--- src/rtl/fast_arc_scheduler_if.sv ---
// Candidate/result bus of the FAST segment-test scheduler.
// The slave side is the scheduler. The master side is the ring-window generator,
// the arc detector and the score/NMS stage taken together.
interface fast_arc_scheduler_if #(
   parameter int unsigned PIX_W = 8,
   parameter int unsigned CNT_W = 16
);
   logic                  i_valid;
   logic                  o_ready;
   logic [PIX_W-1:0]      i_center;
   logic [16*PIX_W-1:0]   i_ring;
   logic [PIX_W-1:0]      i_threshold;
   logic [15:0]           o_arc_value;
   logic                  i_arc_valid;
   logic                  o_valid;
   logic                  o_is_kp;
   logic                  o_bright;
   logic [CNT_W-1:0]      o_kp_count;
   logic                  o_busy;

   modport master (
      output i_valid, i_center, i_ring, i_threshold, i_arc_valid,
      input  o_ready, o_arc_value, o_valid, o_is_kp, o_bright, o_kp_count, o_busy
   );

   modport slave (
      input  i_valid, i_center, i_ring, i_threshold, i_arc_valid,
      output o_ready, o_arc_value, o_valid, o_is_kp, o_bright, o_kp_count, o_busy
   );
endinterface

--- src/rtl/fast_arc_scheduler.sv ---
// FAST segment-test sequencer.
// On accept it builds the bright and dark ring masks. It then time-shares one
// external 16-bit arc detector between the two masks, and reports the
// keypoint/polarity result with a running keypoint count.
// Optional feature: define FAST_EARLY_REJECT_EN to enable a compass pre-test on
// pixels 0/4/8/12. A candidate that fails the pre-test skips the detector.
module fast_arc_scheduler #(
   parameter int unsigned PIX_W = 8,
   parameter int unsigned CNT_W = 16
) (
   input logic                 i_clk,
   input logic                 i_rst_n,
   fast_arc_scheduler_if.slave bus
);
   typedef enum logic [2:0] {StIdle, StIssueB, StIssueD, StCaptD, StDone} state_e;

   state_e           r_state;
   state_e           w_state_next;
   logic [15:0]      r_bright_mask;
   logic [15:0]      r_dark_mask;
   logic [15:0]      w_bright_mask;
   logic [15:0]      w_dark_mask;
   logic             r_bright_res;
   logic             r_dark_res;
   logic [CNT_W-1:0] r_kp_count;
   logic [PIX_W:0]   w_hi_sum;
   logic [PIX_W:0]   w_lo_diff;
   logic             w_accept;
   logic             w_reject;

   assign w_accept  = bus.i_valid & (r_state == StIdle);
   assign w_hi_sum  = {1'b0, bus.i_center} + {1'b0, bus.i_threshold};
   assign w_lo_diff = {1'b0, bus.i_center} - {1'b0, bus.i_threshold};

   // Ring compare against the thresholds. No pixel can exceed a saturated hi, so
   // comparing against the unclamped sum gives the same result as min(). A borrow
   // out of c-t means lo clamps to 0, and then no pixel is dark.
   always_comb begin
      w_bright_mask = '0;
      w_dark_mask   = '0;
      for (int k = 0; k < 16; k++) begin
         w_bright_mask[k] = {1'b0, bus.i_ring[PIX_W*k +: PIX_W]} > w_hi_sum;
         w_dark_mask[k]   = !w_lo_diff[PIX_W] &&
                            ({1'b0, bus.i_ring[PIX_W*k +: PIX_W]} < w_lo_diff);
      end
   end

`ifdef FAST_EARLY_REJECT_EN
   logic [2:0] w_cmp_bright;
   logic [2:0] w_cmp_dark;

   // Any 9-arc covers at least two compass pixels, so fewer than two on both
   // polarities means no keypoint is possible.
   always_comb begin
      w_cmp_bright = {2'b0, w_bright_mask[0]} + {2'b0, w_bright_mask[4]} +
                     {2'b0, w_bright_mask[8]} + {2'b0, w_bright_mask[12]};
      w_cmp_dark   = {2'b0, w_dark_mask[0]} + {2'b0, w_dark_mask[4]} +
                     {2'b0, w_dark_mask[8]} + {2'b0, w_dark_mask[12]};
   end

   assign w_reject = (w_cmp_bright < 3'd2) && (w_cmp_dark < 3'd2);
`else
   assign w_reject = 1'b0;
`endif

   // State register
   always_ff @(posedge i_clk) begin
      if (!i_rst_n) r_state <= StIdle;
      else          r_state <= w_state_next;
   end

   // Next-state: fixed walk through both detector slots, one result cycle
   always_comb begin
      w_state_next = r_state;
      unique case (r_state)
         StIdle:   if (bus.i_valid) w_state_next = w_reject ? StDone : StIssueB;
         StIssueB: w_state_next = StIssueD;
         StIssueD: w_state_next = StCaptD;
         StCaptD:  w_state_next = StDone;
         StDone:   w_state_next = StIdle;
         default:  w_state_next = StIdle;
      endcase
   end

   // Detector drive: bright mask first, dark mask second, zero otherwise
   always_comb begin
      bus.o_arc_value = '0;
      case (r_state)
         StIssueB: bus.o_arc_value = r_bright_mask;
         StIssueD: bus.o_arc_value = r_dark_mask;
         default:  bus.o_arc_value = '0;
      endcase
   end

   assign bus.o_ready    = (r_state == StIdle);
   assign bus.o_busy     = (r_state != StIdle);
   assign bus.o_valid    = (r_state == StDone);
   assign bus.o_is_kp    = (r_state == StDone) & (r_bright_res | r_dark_res);
   assign bus.o_bright   = (r_state == StDone) & r_bright_res;
   assign bus.o_kp_count = r_kp_count;

   // Masks are latched on accept. Detector results arrive one cycle after each mask.
   always_ff @(posedge i_clk) begin
      if (!i_rst_n) begin
         r_bright_mask <= '0;
         r_dark_mask   <= '0;
         r_bright_res  <= 1'b0;
         r_dark_res    <= 1'b0;
      end else begin
         if (w_accept) begin
            r_bright_mask <= w_bright_mask;
            r_dark_mask   <= w_dark_mask;
            r_bright_res  <= 1'b0;
            r_dark_res    <= 1'b0;
         end
         if (r_state == StIssueD) r_bright_res <= bus.i_arc_valid;
         if (r_state == StCaptD)  r_dark_res   <= bus.i_arc_valid;
      end
   end

   // Keypoint counter, wraps naturally
   always_ff @(posedge i_clk) begin
      if (!i_rst_n)                                        r_kp_count <= '0;
      else if (r_state == StDone && (r_bright_res | r_dark_res)) r_kp_count <= r_kp_count + 1'b1;
   end
endmodule

--- src/flat_wrapper.sv ---
// flat-port wrapper written by rule: the top's interface ports become plain ports
module fast_arc_scheduler_flat 
#(
   parameter int unsigned PIX_W = 8,
   parameter int unsigned CNT_W = 16
)
  (i_clk, i_rst_n, bus_i_valid, bus_i_center, bus_i_ring, bus_i_threshold, bus_i_arc_valid, bus_o_ready, bus_o_arc_value, bus_o_valid, bus_o_is_kp, bus_o_bright, bus_o_kp_count, bus_o_busy);
  fast_arc_scheduler_if #(.PIX_W(PIX_W), .CNT_W(CNT_W)) bus_i ();
  input logic i_clk;
  input logic i_rst_n;
  input wire logic [$bits(bus_i.i_valid)-1:0] bus_i_valid;
  input wire logic [$bits(bus_i.i_center)-1:0] bus_i_center;
  input wire logic [$bits(bus_i.i_ring)-1:0] bus_i_ring;
  input wire logic [$bits(bus_i.i_threshold)-1:0] bus_i_threshold;
  input wire logic [$bits(bus_i.i_arc_valid)-1:0] bus_i_arc_valid;
  output wire logic [$bits(bus_i.o_ready)-1:0] bus_o_ready;
  output wire logic [$bits(bus_i.o_arc_value)-1:0] bus_o_arc_value;
  output wire logic [$bits(bus_i.o_valid)-1:0] bus_o_valid;
  output wire logic [$bits(bus_i.o_is_kp)-1:0] bus_o_is_kp;
  output wire logic [$bits(bus_i.o_bright)-1:0] bus_o_bright;
  output wire logic [$bits(bus_i.o_kp_count)-1:0] bus_o_kp_count;
  output wire logic [$bits(bus_i.o_busy)-1:0] bus_o_busy;
  assign bus_i.i_valid = bus_i_valid;
  assign bus_i.i_center = bus_i_center;
  assign bus_i.i_ring = bus_i_ring;
  assign bus_i.i_threshold = bus_i_threshold;
  assign bus_i.i_arc_valid = bus_i_arc_valid;
  assign bus_o_ready = bus_i.o_ready;
  assign bus_o_arc_value = bus_i.o_arc_value;
  assign bus_o_valid = bus_i.o_valid;
  assign bus_o_is_kp = bus_i.o_is_kp;
  assign bus_o_bright = bus_i.o_bright;
  assign bus_o_kp_count = bus_i.o_kp_count;
  assign bus_o_busy = bus_i.o_busy;
  fast_arc_scheduler #(.PIX_W(PIX_W), .CNT_W(CNT_W)) u_core (.i_clk(i_clk), .i_rst_n(i_rst_n), .bus(bus_i));
endmodule
--- config.mk ---
export PLATFORM = sky130hd
export DESIGN_NAME = fast_arc_scheduler_flat
export DESIGN_NICKNAME = d
export VERILOG_FILES = /design/src/rtl/fast_arc_scheduler_if.sv /design/src/rtl/fast_arc_scheduler.sv /design/src/flat_wrapper.sv
export SDC_FILE = /design/constraint.sdc
export NUM_CORES = 1
export LEC_CHECK = 0
export ABC_AREA = 1
export CAP_MARGIN = 20
export CORE_ASPECT_RATIO = 0.75
export CORE_UTILIZATION = 40
export DETAILED_ROUTE_END_ITERATION = 10
export PLACE_DENSITY = 0.62
export RECOVER_POWER = 25
export SLEW_MARGIN = 15
export SYNTH_ARGS = -nofsm -noshare
export SYNTH_HDL_FRONTEND = slang
export SYNTH_SLANG_ARGS = --single-unit
--- constraint.sdc ---
create_clock -name i_clk -period 7 [get_ports i_clk]
set_input_delay 2.1 -clock i_clk [delete_from_list [all_inputs] [get_ports i_clk]]
set_output_delay 2.1 -clock i_clk [all_outputs]
set_load 0.005 [all_outputs]
==> flow_summary.toml <==
[synthesis]
yosys_warnings = 0
synth_simple_gate_area_share_pct = 31.6
syn_inst = 1314
synth.cell_area_um2 = 8660
ys_types = 44
ys_dominant_reg_cell = "dfxtp_1"
synth_compound_gate_area_share_pct = 15.6
yosys.area_share.adder_pct = 28.4
synth_top_family_by_area = "simple AND/OR/NAND/NOR gates"
ys_top_cells_by_area = "ha_1, nand2_1, dfxtp_1"
synthMuxAreaShare_pct = 0
synth_nets = 1657
synth_xor_area_share_pct = 1.11
synth_top_area_share_pct = 27.9
synth-edff-count = 0
synth_most_common_cell = "nand2_1"
synth_seq_cells = 53
syn_avg_cell_area_um2 = 6.59
synth_area_leader_cell = "ha_1"
ys_seq_area_share_pct = 12.3
synth_common_cells = "nand2_1, ha_1, inv_1"
ys_async_sr_fraction_pct = 0

[place]
place_area_um2 = 10800
dpl.hpwl_mm = 21.3
dp.cells = 1770
gp_congestion = 0.832
preCtsSetupSlack_ns = 1.21
port_buffers = 184

[global_route]
grt_pass1_wl_mm = 44.2
grt_max_degree = 46
grt_antenna_before_repair = 0
globalRoute.totalOverflow = 0
grt.total_usage_pct = 25.5
grt_pass1_vias = 8310

[routing]
num_vias = 9018
first_pass_iters = 5
routed_wl_mm = 28.2
drc = 0
drtIter0Drc = 734
wl_per_cell_um = 15.9
ant_nets = 0
vias_per_cell = 5.07

[floorplan]
die_h_um = 129
io_pins = 185
fp-row-count = 46
dieArea_um2 = 22200
start_util_pct = 40.9
die_w_um = 172
core_um2 = 21200

[clocking]
clockBufferDepth = 2
insertion_delay_ns = 0.30
cts_hold_buf = 0
htreeDepth = 2
postCtsSetupRepairBufs = 0
cts.clk_slew.worst_paths_ns = 0.08
cts_tree = "yes"
cts_resized = 0
cts_buffers = 5
cts_root_buffer = "clkbuf_16"
cts_sinks = 53

[final_layout]
layout-drive-gt1-share_pct = 6.91
fill_cells = 2140
stdcell_count = 1778
stdcell_area_um2 = 10900
syn2layout_area_growth_pct = 26.2
n_antenna_cell = 0
nets = 1832

[status]
status = "finished with violations"
violations = "max-capacitance violations, max-slew violations"

[critical_path]
cp-start-kind = "input port"
cp_top_family = "buffers and inverters"
crit_fanout = 13
crit_path_end_kind = "register"
max_stage_delay_ns = 0.75
r2r_cells = 11
r2r_slack_ns = 3.66
crit_chain = "clkdlybuf4s50_1 > ha_1 > inv_1 > fa_1 > inv_1 > nand2_1 > nand2_1 > nand2_1 > xor2_2 > buf_4 > ha_1 > a21oi_1 > o221ai_1 > nand2_1 > nand2_1 > nand2_1 > nand2_1 > nand2_1 > a21oi_1"
path_depth = 19
crit_path_top_delay_cell = "xor2_2"
worstPathRequired_ns = 7.14
path_class = "input port to register"
path_common_cell = "nand2_1"
arrival_ns = 5.63
critPathBufInv = 4

[sta]
setup_viol = 0
drv_slew = 37
fin_skew_ns = 0.00618
max-slew-margin-rel_pct = -19.8
fin_crit_ns = 5.49
tightestPinTransition_ns = 1.80
fmax_mhz = 182
hold_violations = 0
worst_slack_ns = 1.51
rsz0062_at_grt = "false"
fin_tns_setup_ns = 0
post-route-period-util_pct = 78.5

[power]
p_leak_nw = 5.43
total_power_w = 0.00171
power.density_nw_per_um2 = 157
vdd_drop_max_mv = 0.0867

[worst_hold_path]
hold_path_class = "register to register"
hold_depth = 2

[flow_run]
maxCapViolCount = 1
## registers in the layout, indices dropped and copies added, names as in the netlist
register               count
u_core.bus.o_kp_count     16
u_core.r_bright_mask      16
u_core.r_bright_res        1
u_core.r_dark_mask        16
u_core.r_dark_res          1
u_core.r_state             3
## per-stage QoR
step / hold slack (ns) / util [%]
final: 0.467 / 51.6
after detailed placement: 0.456 / 50.8
after floorplan: 0.443 / -
after global routing: 0.482 / 51.6
after CTS: 0.468 / 51.6
after global placement: 0.452 / 50.8
## worst register-to-register path, stage by stage (launching register included)
cell	delay, ns
dfxtp_1	0.39
nor2_1	0.07
inv_1	0.07
nor2_1	0.06
nand2_1	0.06
clkbuf_1	1.28
nor2_1	0.08
o21ai_1	0.61
buf_4	0.37
a21oi_1	0.07
nand2_1	0.08
a21oi_2	0.05
## layout make-up
| cell class | instances | area, um2 | area share [%] |
|---|---|---|---|
| clock buffers | 5 | 125 | 1.14 |
| clock inverters | 3 | 46.3 | 0.424 |
| inverters | 197 | 742 | 6.79 |
| multi-input cells | 1039 | 6690 | 61.2 |
| flip-flops and latches | 53 | 1060 | 9.71 |
| well taps | 288 | 360 | 3.30 |
| repair buffers | 193 | 1910 | 17.4 |
## power breakdown
part	switching (W)	internal [W]
logic	0.000663	0.000428
clock network	0.000123	0.000170
registers	0.0000103	0.000319
## logic make-up after synthesis
logic type                 Yosys count
adders and majority gates          195
AOI/OAI and AO/OA                  234
and+or+nand+nor                    599
buffers and inverters              222
xor gates and xnor gates            11
DFF                                 53
## per-layer routing
metal	vias up	global-route usage (%)	part of all wire [%]
li1	4718	-	-
met1	3998	38.9	52
met2	275	39.1	40
met3	27	2.57	6.9
met4	0	3.59	1.0
met5	-	0	0
## placed cells by master (no fill, tap or decap), drive strengths merged, types with 2 or more instances in the layout
| master | count |
|---|---|
| or2 | 2 |
| a21boi | 16 |
| a31oi | 2 |
| o221ai | 2 |
| dfxtp | 53 |
| inv | 197 |
| o21ai | 76 |
| clkdlybuf4s50 | 168 |
| nor3 | 29 |
| buf | 8 |
| a211oi | 5 |
| xor2 | 11 |
| clkbuf | 6 |
| a21oi | 114 |
| ha | 193 |
| nand3 | 109 |
| dlygate4sd3 | 16 |
| nor2 | 66 |
| nand2 | 373 |
| o311ai | 2 |
| o21a | 16 |
| nand4 | 17 |
| fa | 2 |
## worst paths after layout
check / startpoint / end
min reg2reg: u_core.r_dark_mask[14]$_SDFFE_PN0P_ / u_core.r_dark_mask[14]$_SDFFE_PN0P_
max reg2reg: u_core.r_state[0]$_SDFFE_PN0P_ / u_core.r_bright_mask[11]$_SDFFE_PN0P_
max: bus_i_threshold[0] / u_core.r_bright_mask[5]$_SDFFE_PN0P_
min: u_core.r_dark_mask[14]$_SDFFE_PN0P_ / u_core.r_dark_mask[14]$_SDFFE_PN0P_
No activity file was read; power rests on OpenSTA's default activity.
